`config.mk`:
```
export PLATFORM = sky130hd
export DESIGN_NAME = producer2riscv_flat
export DESIGN_NICKNAME = d
export VERILOG_FILES = /design/src/rtl/riscv_stream_pkg.sv /design/src/rtl/producer2riscv_if.sv /design/src/rtl/producer2riscv.sv /design/src/flat_wrapper.sv
export SDC_FILE = /design/constraint.sdc
export NUM_CORES = 1
export LEC_CHECK = 0
export CORE_ASPECT_RATIO = 1.2
export CORE_MARGIN = 1
export CORE_UTILIZATION = 51
export CTS_BUF_LIST = sky130_fd_sc_hd__clkbuf_8
export CTS_CLUSTER_SIZE = 30
export DETAILED_ROUTE_END_ITERATION = 16
export GPL_ROUTABILITY_DRIVEN = 0
export PLACE_DENSITY = 0.8
export SYNTH_ARGS = -nofsm -noshare
export SYNTH_HDL_FRONTEND = slang
export SYNTH_SLANG_ARGS = --single-unit
```
`constraint.sdc`:
```
create_clock -name clk -period 1.9 [get_ports clk]
set_clock_uncertainty 0.05 [all_clocks]
set_input_delay 0.57 -clock clk [delete_from_list [all_inputs] [get_ports clk]]
set_output_delay 0.57 -clock clk [all_outputs]
set_load 0.03 [all_outputs]
```
`src/rtl/riscv_stream_pkg.sv`:
```
// Shared definitions for the producer-side and consumer-side RISC-V stream buffers.
package riscv_stream_pkg;

  // Producer skid buffer: bit 1 is ready_upward, bit 0 is val_out, so both
  // outputs come straight off the state flops. 2'b00 is unused.
  typedef enum logic [1:0] {
    ST_EMPTY = 2'b10,
    ST_BUSY  = 2'b11,
    ST_FULL  = 2'b01
  } prod_state_e;

  // Consumer-side buffer states (transfer / receive).
  typedef enum logic {
    CS_TR = 1'b0,
    CS_RE = 1'b1
  } cons_state_e;

endpackage

```
`src/rtl/producer2riscv_if.sv`:
```
// Stream handshake between an upstream operator, the producer buffer and the RISC-V side.
interface producer2riscv_if #(
  parameter int DATA_WIDTH = 32
);
  logic [DATA_WIDTH-1:0] din;
  logic                  val_in;
  logic                  ready_upward;
  logic [DATA_WIDTH-1:0] dout;
  logic                  val_out;
  logic                  ready_downward;

  modport slave (
    input  din, val_in, ready_downward,
    output ready_upward, dout, val_out
  );

  modport master (
    output din, val_in, ready_downward,
    input  ready_upward, dout, val_out
  );
endinterface

```
`src/rtl/producer2riscv.sv`:
```
// Two-entry skid buffer feeding the RISC-V side, with a delivered-word counter.
// All outputs are flop-driven; nothing combinational reaches them from inputs.
module producer2riscv
  import riscv_stream_pkg::*;
#(
  parameter int DATA_WIDTH = 32,
  parameter int CNT_WIDTH  = 32
) (
  input  logic                 clk,
  input  logic                 reset,
  producer2riscv_if.slave      bus,
  output logic [CNT_WIDTH-1:0] word_count
);

  prod_state_e           state, state_nxt;
  logic [DATA_WIDTH-1:0] main_q, skid_q;
  logic                  ut, dt;
  logic                  load_main_din, load_main_skid, load_skid;

  assign bus.ready_upward = state[1];
  assign bus.val_out      = state[0];
  assign bus.dout         = main_q;

  always_ff @(posedge clk or negedge reset) begin
    if (!reset) state <= ST_EMPTY;
    else        state <= state_nxt;
  end

  always_comb begin
    ut             = bus.val_in & state[1];
    dt             = state[0] & bus.ready_downward;
    state_nxt      = ST_EMPTY;
    load_main_din  = 1'b0;
    load_main_skid = 1'b0;
    load_skid      = 1'b0;
    case (state)
      ST_EMPTY: begin
        load_main_din = ut;
        state_nxt     = ut ? ST_BUSY : ST_EMPTY;
      end
      ST_BUSY: begin
        if (ut && dt) begin
          load_main_din = 1'b1;
          state_nxt     = ST_BUSY;
        end else if (ut) begin
          load_skid = 1'b1;
          state_nxt = ST_FULL;
        end else if (dt) begin
          state_nxt = ST_EMPTY;
        end else begin
          state_nxt = ST_BUSY;
        end
      end
      ST_FULL: begin
        load_main_skid = dt;
        state_nxt      = dt ? ST_BUSY : ST_FULL;
      end
      default: state_nxt = ST_EMPTY;
    endcase
  end

  always_ff @(posedge clk or negedge reset) begin
    if (!reset) begin
      main_q <= '0;
      skid_q <= '0;
    end else begin
      if (load_main_din)       main_q <= bus.din;
      else if (load_main_skid) main_q <= skid_q;
      if (load_skid)           skid_q <= bus.din;
    end
  end

  always_ff @(posedge clk or negedge reset) begin
    if (!reset)  word_count <= '0;
    else if (dt) word_count <= word_count + CNT_WIDTH'(1);
  end

endmodule
```
`src/flat_wrapper.sv`:
```
// flat-port wrapper written by rule: the top's interface ports become plain ports
module producer2riscv_flat import riscv_stream_pkg::*;
#(
  parameter int DATA_WIDTH = 32,
  parameter int CNT_WIDTH  = 32
)
  (clk, reset, word_count, bus_din, bus_val_in, bus_ready_downward, bus_ready_upward, bus_dout, bus_val_out);
  producer2riscv_if #(.DATA_WIDTH(DATA_WIDTH)) bus_i ();
  input  logic clk;
  input  logic reset;
  output logic [CNT_WIDTH-1:0] word_count;
  input wire logic [$bits(bus_i.din)-1:0] bus_din;
  input wire logic [$bits(bus_i.val_in)-1:0] bus_val_in;
  input wire logic [$bits(bus_i.ready_downward)-1:0] bus_ready_downward;
  output wire logic [$bits(bus_i.ready_upward)-1:0] bus_ready_upward;
  output wire logic [$bits(bus_i.dout)-1:0] bus_dout;
  output wire logic [$bits(bus_i.val_out)-1:0] bus_val_out;
  assign bus_i.din = bus_din;
  assign bus_i.val_in = bus_val_in;
  assign bus_i.ready_downward = bus_ready_downward;
  assign bus_ready_upward = bus_i.ready_upward;
  assign bus_dout = bus_i.dout;
  assign bus_val_out = bus_i.val_out;
  producer2riscv #(.DATA_WIDTH(DATA_WIDTH), .CNT_WIDTH(CNT_WIDTH)) u_core (.clk(clk), .reset(reset), .bus(bus_i), .word_count(word_count));
endmodule
```
# Word-level counts from Yosys, hierarchy flattened
# Cells that the tools add are included.
dict set report totals {
  ff_bits 98
  in_bits 36
  out_inout_bits 66
  elab_cells 26
}
dict set report classes {
  n_addsub 1
  n_mux 14
  n_reduce_logical 2
  eq_ne 3
  n_bitwise 2
}
# cell count
set op_table {}
lappend op_table {{2-to-1 mux 32 bit} 2}
lappend op_table {{adder 32 x 1 -> 32 bit, second input constant} 1}
lappend op_table {{2-to-1 mux 1 bit} 7}
lappend op_table {{2-to-1 mux 2 bit} 3}
lappend op_table {{case mux 2 bit (3 select lines)} 1}
lappend op_table {{equality test 2 bit, second input constant} 2}
lappend op_table {{bitwise AND 1 bit} 2}
lappend op_table {{equality test 2 x 1 -> 1 bit, second input constant} 1}
lappend op_table {{case mux 1 bit (2 select lines)} 1}
lappend op_table {{nonzero test 2 bit} 1}
lappend op_table {{logical AND 1 bit} 1}

# Logic depth before layout (Yosys ltp)
dict set report depth {
  depth_word 5
  depth_mapped 6
  mapped_depth_nobuf 5
}

# Least setup slack after synthesis
# No wires, ideal clock.
dict set report synth_path {
  path_kind {reg-to-reg}
  startpoint {register u_core.word_count[1]}
  endpoint {register u_core.word_count[16]}
  t_arrival_ps 1682
  setup_ps 133
  synth_period_minus_slack_ps 1866
  stages_incl_launch_ff 6
  setup_slack_ps 34
  t_required_ps 1717
  n_path_buf 0
  path_cell_list {dfrtp_1 -> ha_1 -> nand4_1 -> nor4_1 -> nand4_1 -> xnor2_1}
}
dict set report synth_between {
  elab_chain_len 1
}
# item line_no
set synth_rtl {}
lappend synth_rtl {{start, declared} producer2riscv.sv:12} ;# output logic [CNT_WIDTH-1:0] word_count
lappend synth_rtl {{start signal, assigned} producer2riscv.sv:75} ;# else if (dt) word_count <= word_count + CNT_WIDTH'(1);
lappend synth_rtl {{adder 32 x 1 -> 32 bit} producer2riscv.sv:75}
# No other way between the ends.
# A chain may end at the register's enable or synchronous reset.

# Worst setup path after layout
dict set report layout_path {
  startpoint {register u_core.word_count[20]}
  endpoint {output port word_count[20]}
}
# item line_no
set layout_lines {}
lappend layout_lines {{end, declared} flat_wrapper.sv:11} ;# output logic [CNT_WIDTH-1:0] word_count;
# No word-level cell between the ends.

==> impl_metrics.yaml <==
synth:
  yosys.area_share.simple: 0.128
  synth_top_flop_cell: "dfrtp_1"
  synth_top_family_by_area: "multiplexers"
  syn_area_per_cell_um2: 12.3
  synth_cell_types: 32
  synth_top_area_frac: 0.573
  synthCells: 344
  synth-seq-cells: 98
  synth_compound_area_frac: 0.0410
  syn_nets: 381
  synth.area.top_cells: "dfrtp_1 (57%), mux2_2 (8.8%), mux2i_1 (7.6%)"
  synthMuxAreaShare: 0.163
  netlist_area_mm2: 0.00424
  synth_most_common_cell: "dfrtp_1"
  synth_xor_area_frac: 0.0641
  yosys_warnings: 0
  synth_adder_area_share: 0.00295
  synthTopCellsByCount: "dfrtp_1 (97), nand2_1 (46), mux2_2 (33), o21ai_0 (33), mux2i_1 (32)"
  synth-edff-count: 0
  async_reset_ff_frac: 1.00
  synth_seq_area_share: 0.579
  yosysTopAreaCell: "dfrtp_1"
die:
  pin_count: 102
  core_mm2: 0.00811
  rows: 36
  start_util: 0.523
  die_w_um: 85.2
  die_h_um: 102
  dieArea_mm2: 0.00868
global_routing:
  antenna_found_initial: 0
  grt_util_all_layers: 0.218
  grt_pass1_wl_um: 14400
  grt_max_degree: 44
  grt_pass1_vias: 3005
  overflow: 0
setup_path:
  cp.required_ps: 1280
  critPathArrivalTime_ps: 1240
  cp_max_fo: 5
  end_kind: "primary output"
  cp-startpoint: "u_core.word_count[20]$_DFFE_PN0P_"
  worst_path_max_delay_cell: "dfrtp_1"
  critical-path-top-delay-family: "flip-flops"
  timing.rr.start: "u_core.word_count[1]$_DFFE_PN0P_"
  path_class: "reg2out"
  start_kind: "register"
  path_buf_inv: 1
  slowest_delay_ps: 440
  crit_chain: "dlygate4sd2_1"
clock_tree:
  cts_root_buf: "clkbuf_8"
  hold_buffers: 0
  cts_made_buffers: 9
  h-tree-depth: 3
  clock_sinks: 98
  clockBufferDepth: 2
  clock_latency_ps: 370
  post_cts_buffers: 0
  cts_tree: "built"
  clk_pin_slew_ps: 90
route:
  first_pass_iters: 4
  wl_um: 8810
  vias: 3015
  wl_per_cell_um: 15.7
  drt_iter0_markers: 127
  viasPerCell: 5.37
  ant_nets: 0
  drc: 0
power_and_ir_drop:
  power_density_mw_per_mm2: 1000
  power_mw: 5.68
  ir_drop_uv: 617
  leakagePower_nw: 2.87
layout:
  nets: 500
  nFillCells: 621
  syn_to_final_growth_pct: 33.7
  diodes: 0
  multi_input_area_mm2: 0.00171
  fin_util: 0.699
  drive_above_1_share: 0.182
  regArea_mm2: 0.00245
timing:
  finalHoldViolCount: 0
  slew_violations: 0
  max_slew_margin: 0.778
  rsz0062_at_grt: "false"
  tightest_slew_ps: 334
  whs_ps: 9.49
  clock.fmax_mhz: 539
  fin_crit_ps: 1860
  fin_crit_sh: 0.977
  finalSetupViolations: 0
run:
  max_cap_violations: 0
status:
  status: "completed"
placed_design:
  port_buffers: 101
  hpwl_um: 6270
min_path:
  hp-class: "in2async"
==> timing repair <==
item,in CTS,in global routing
gates cloned,0,0
gates resized for setup,68,7
pin swaps,0,2
setup endpoints to repair,66,16
==> routing by layer <==
metal  GRT usage  wire length (µm)  part of all wire  vias to the layer above
met1       0.261              3700              0.42                     1480
met3      0.0622               427             0.048                       18
met4      0.0926               200             0.023                        0
li1            -                 -                 -                     1435
met2       0.373              4490              0.51                       82
met5           0                 0                 0                        -
==> registers in the layout (all words and copies together), names as in the netlist <==
name               count
u_core.skid_q         32
u_core.word_count     32
u_core.bus.dout       32
u_core.state           2
==> through the flow <==
stage / cells / setup TNS [ps] / instance area (µm²) / worst slack (ps)
4_1_cts: 561 / 0 / 5660 / 21.8
3_3_place_gp: 547 / -19490 / 5550 / -289
2_1_floorplan: 344 / 0 / 4240 / 34.1
6_report: 561 / 0 / 5670 / 43.4
5_1_grt: 561 / 0 / 5670 / 4.33
3_5_place_dp: 547 / -20220 / 5550 / -370
==> layout by cell type (no fill, tap or decap), types with 10 or more instances in the layout <==
cell type        count
dfrtp_1             97
nand2_1             46
xnor2_1             27
o21ai_0             33
mux2_2              33
dlygate4sd2_1       61
clkbuf_8            11
nand4_1             10
buf_4               16
clkdlybuf4s50_1     33
mux2i_1             32
==> kinds of logic after synthesis <==
| group | after synthesis |
|---|---|
| xor+xnor | 31 |
| mux | 65 |
| flops | 98 |
| buf+inv | 18 |
| fa+ha+maj | 1 |
| compound gates | 34 |
| simple gates | 97 |
==> layout make-up <==
type	count	share of cell area
sequential	98	0.433
multi-input combinational	228	0.302
timing repair buffer	123	0.209
clock buffer	11	0.0267
tap	95	0.0210
clock inverter	3	0.00706
inverter	3	0.00199
==> power by group <==
part	leakage (nW)	internal, mW	switching (mW)
Sequential	1.23	2.49	0.225
Clock	0.101	0.662	0.678
Combinational	1.54	0.691	0.929
Total	2.87	3.84	1.83
==> worst paths after layout <==
kind	endpoint	depth (start not counted)	slack [ps]
max in group asynchronous	u_core.bus.dout[15]$_DFFE_PN0P_	2	1280
worst max register to register	u_core.word_count[30]$_DFFE_PN0P_	6	200
worst min register to register	u_core.word_count[23]$_DFFE_PN0P_	1	450
worst min-delay path	u_core.word_count[20]$_DFFE_PN0P_	1	9
min in group clk	u_core.word_count[23]$_DFFE_PN0P_	1	450
worst max-delay path	word_count[20]	1	40
No activity file was read; power rests on OpenSTA's default activity.
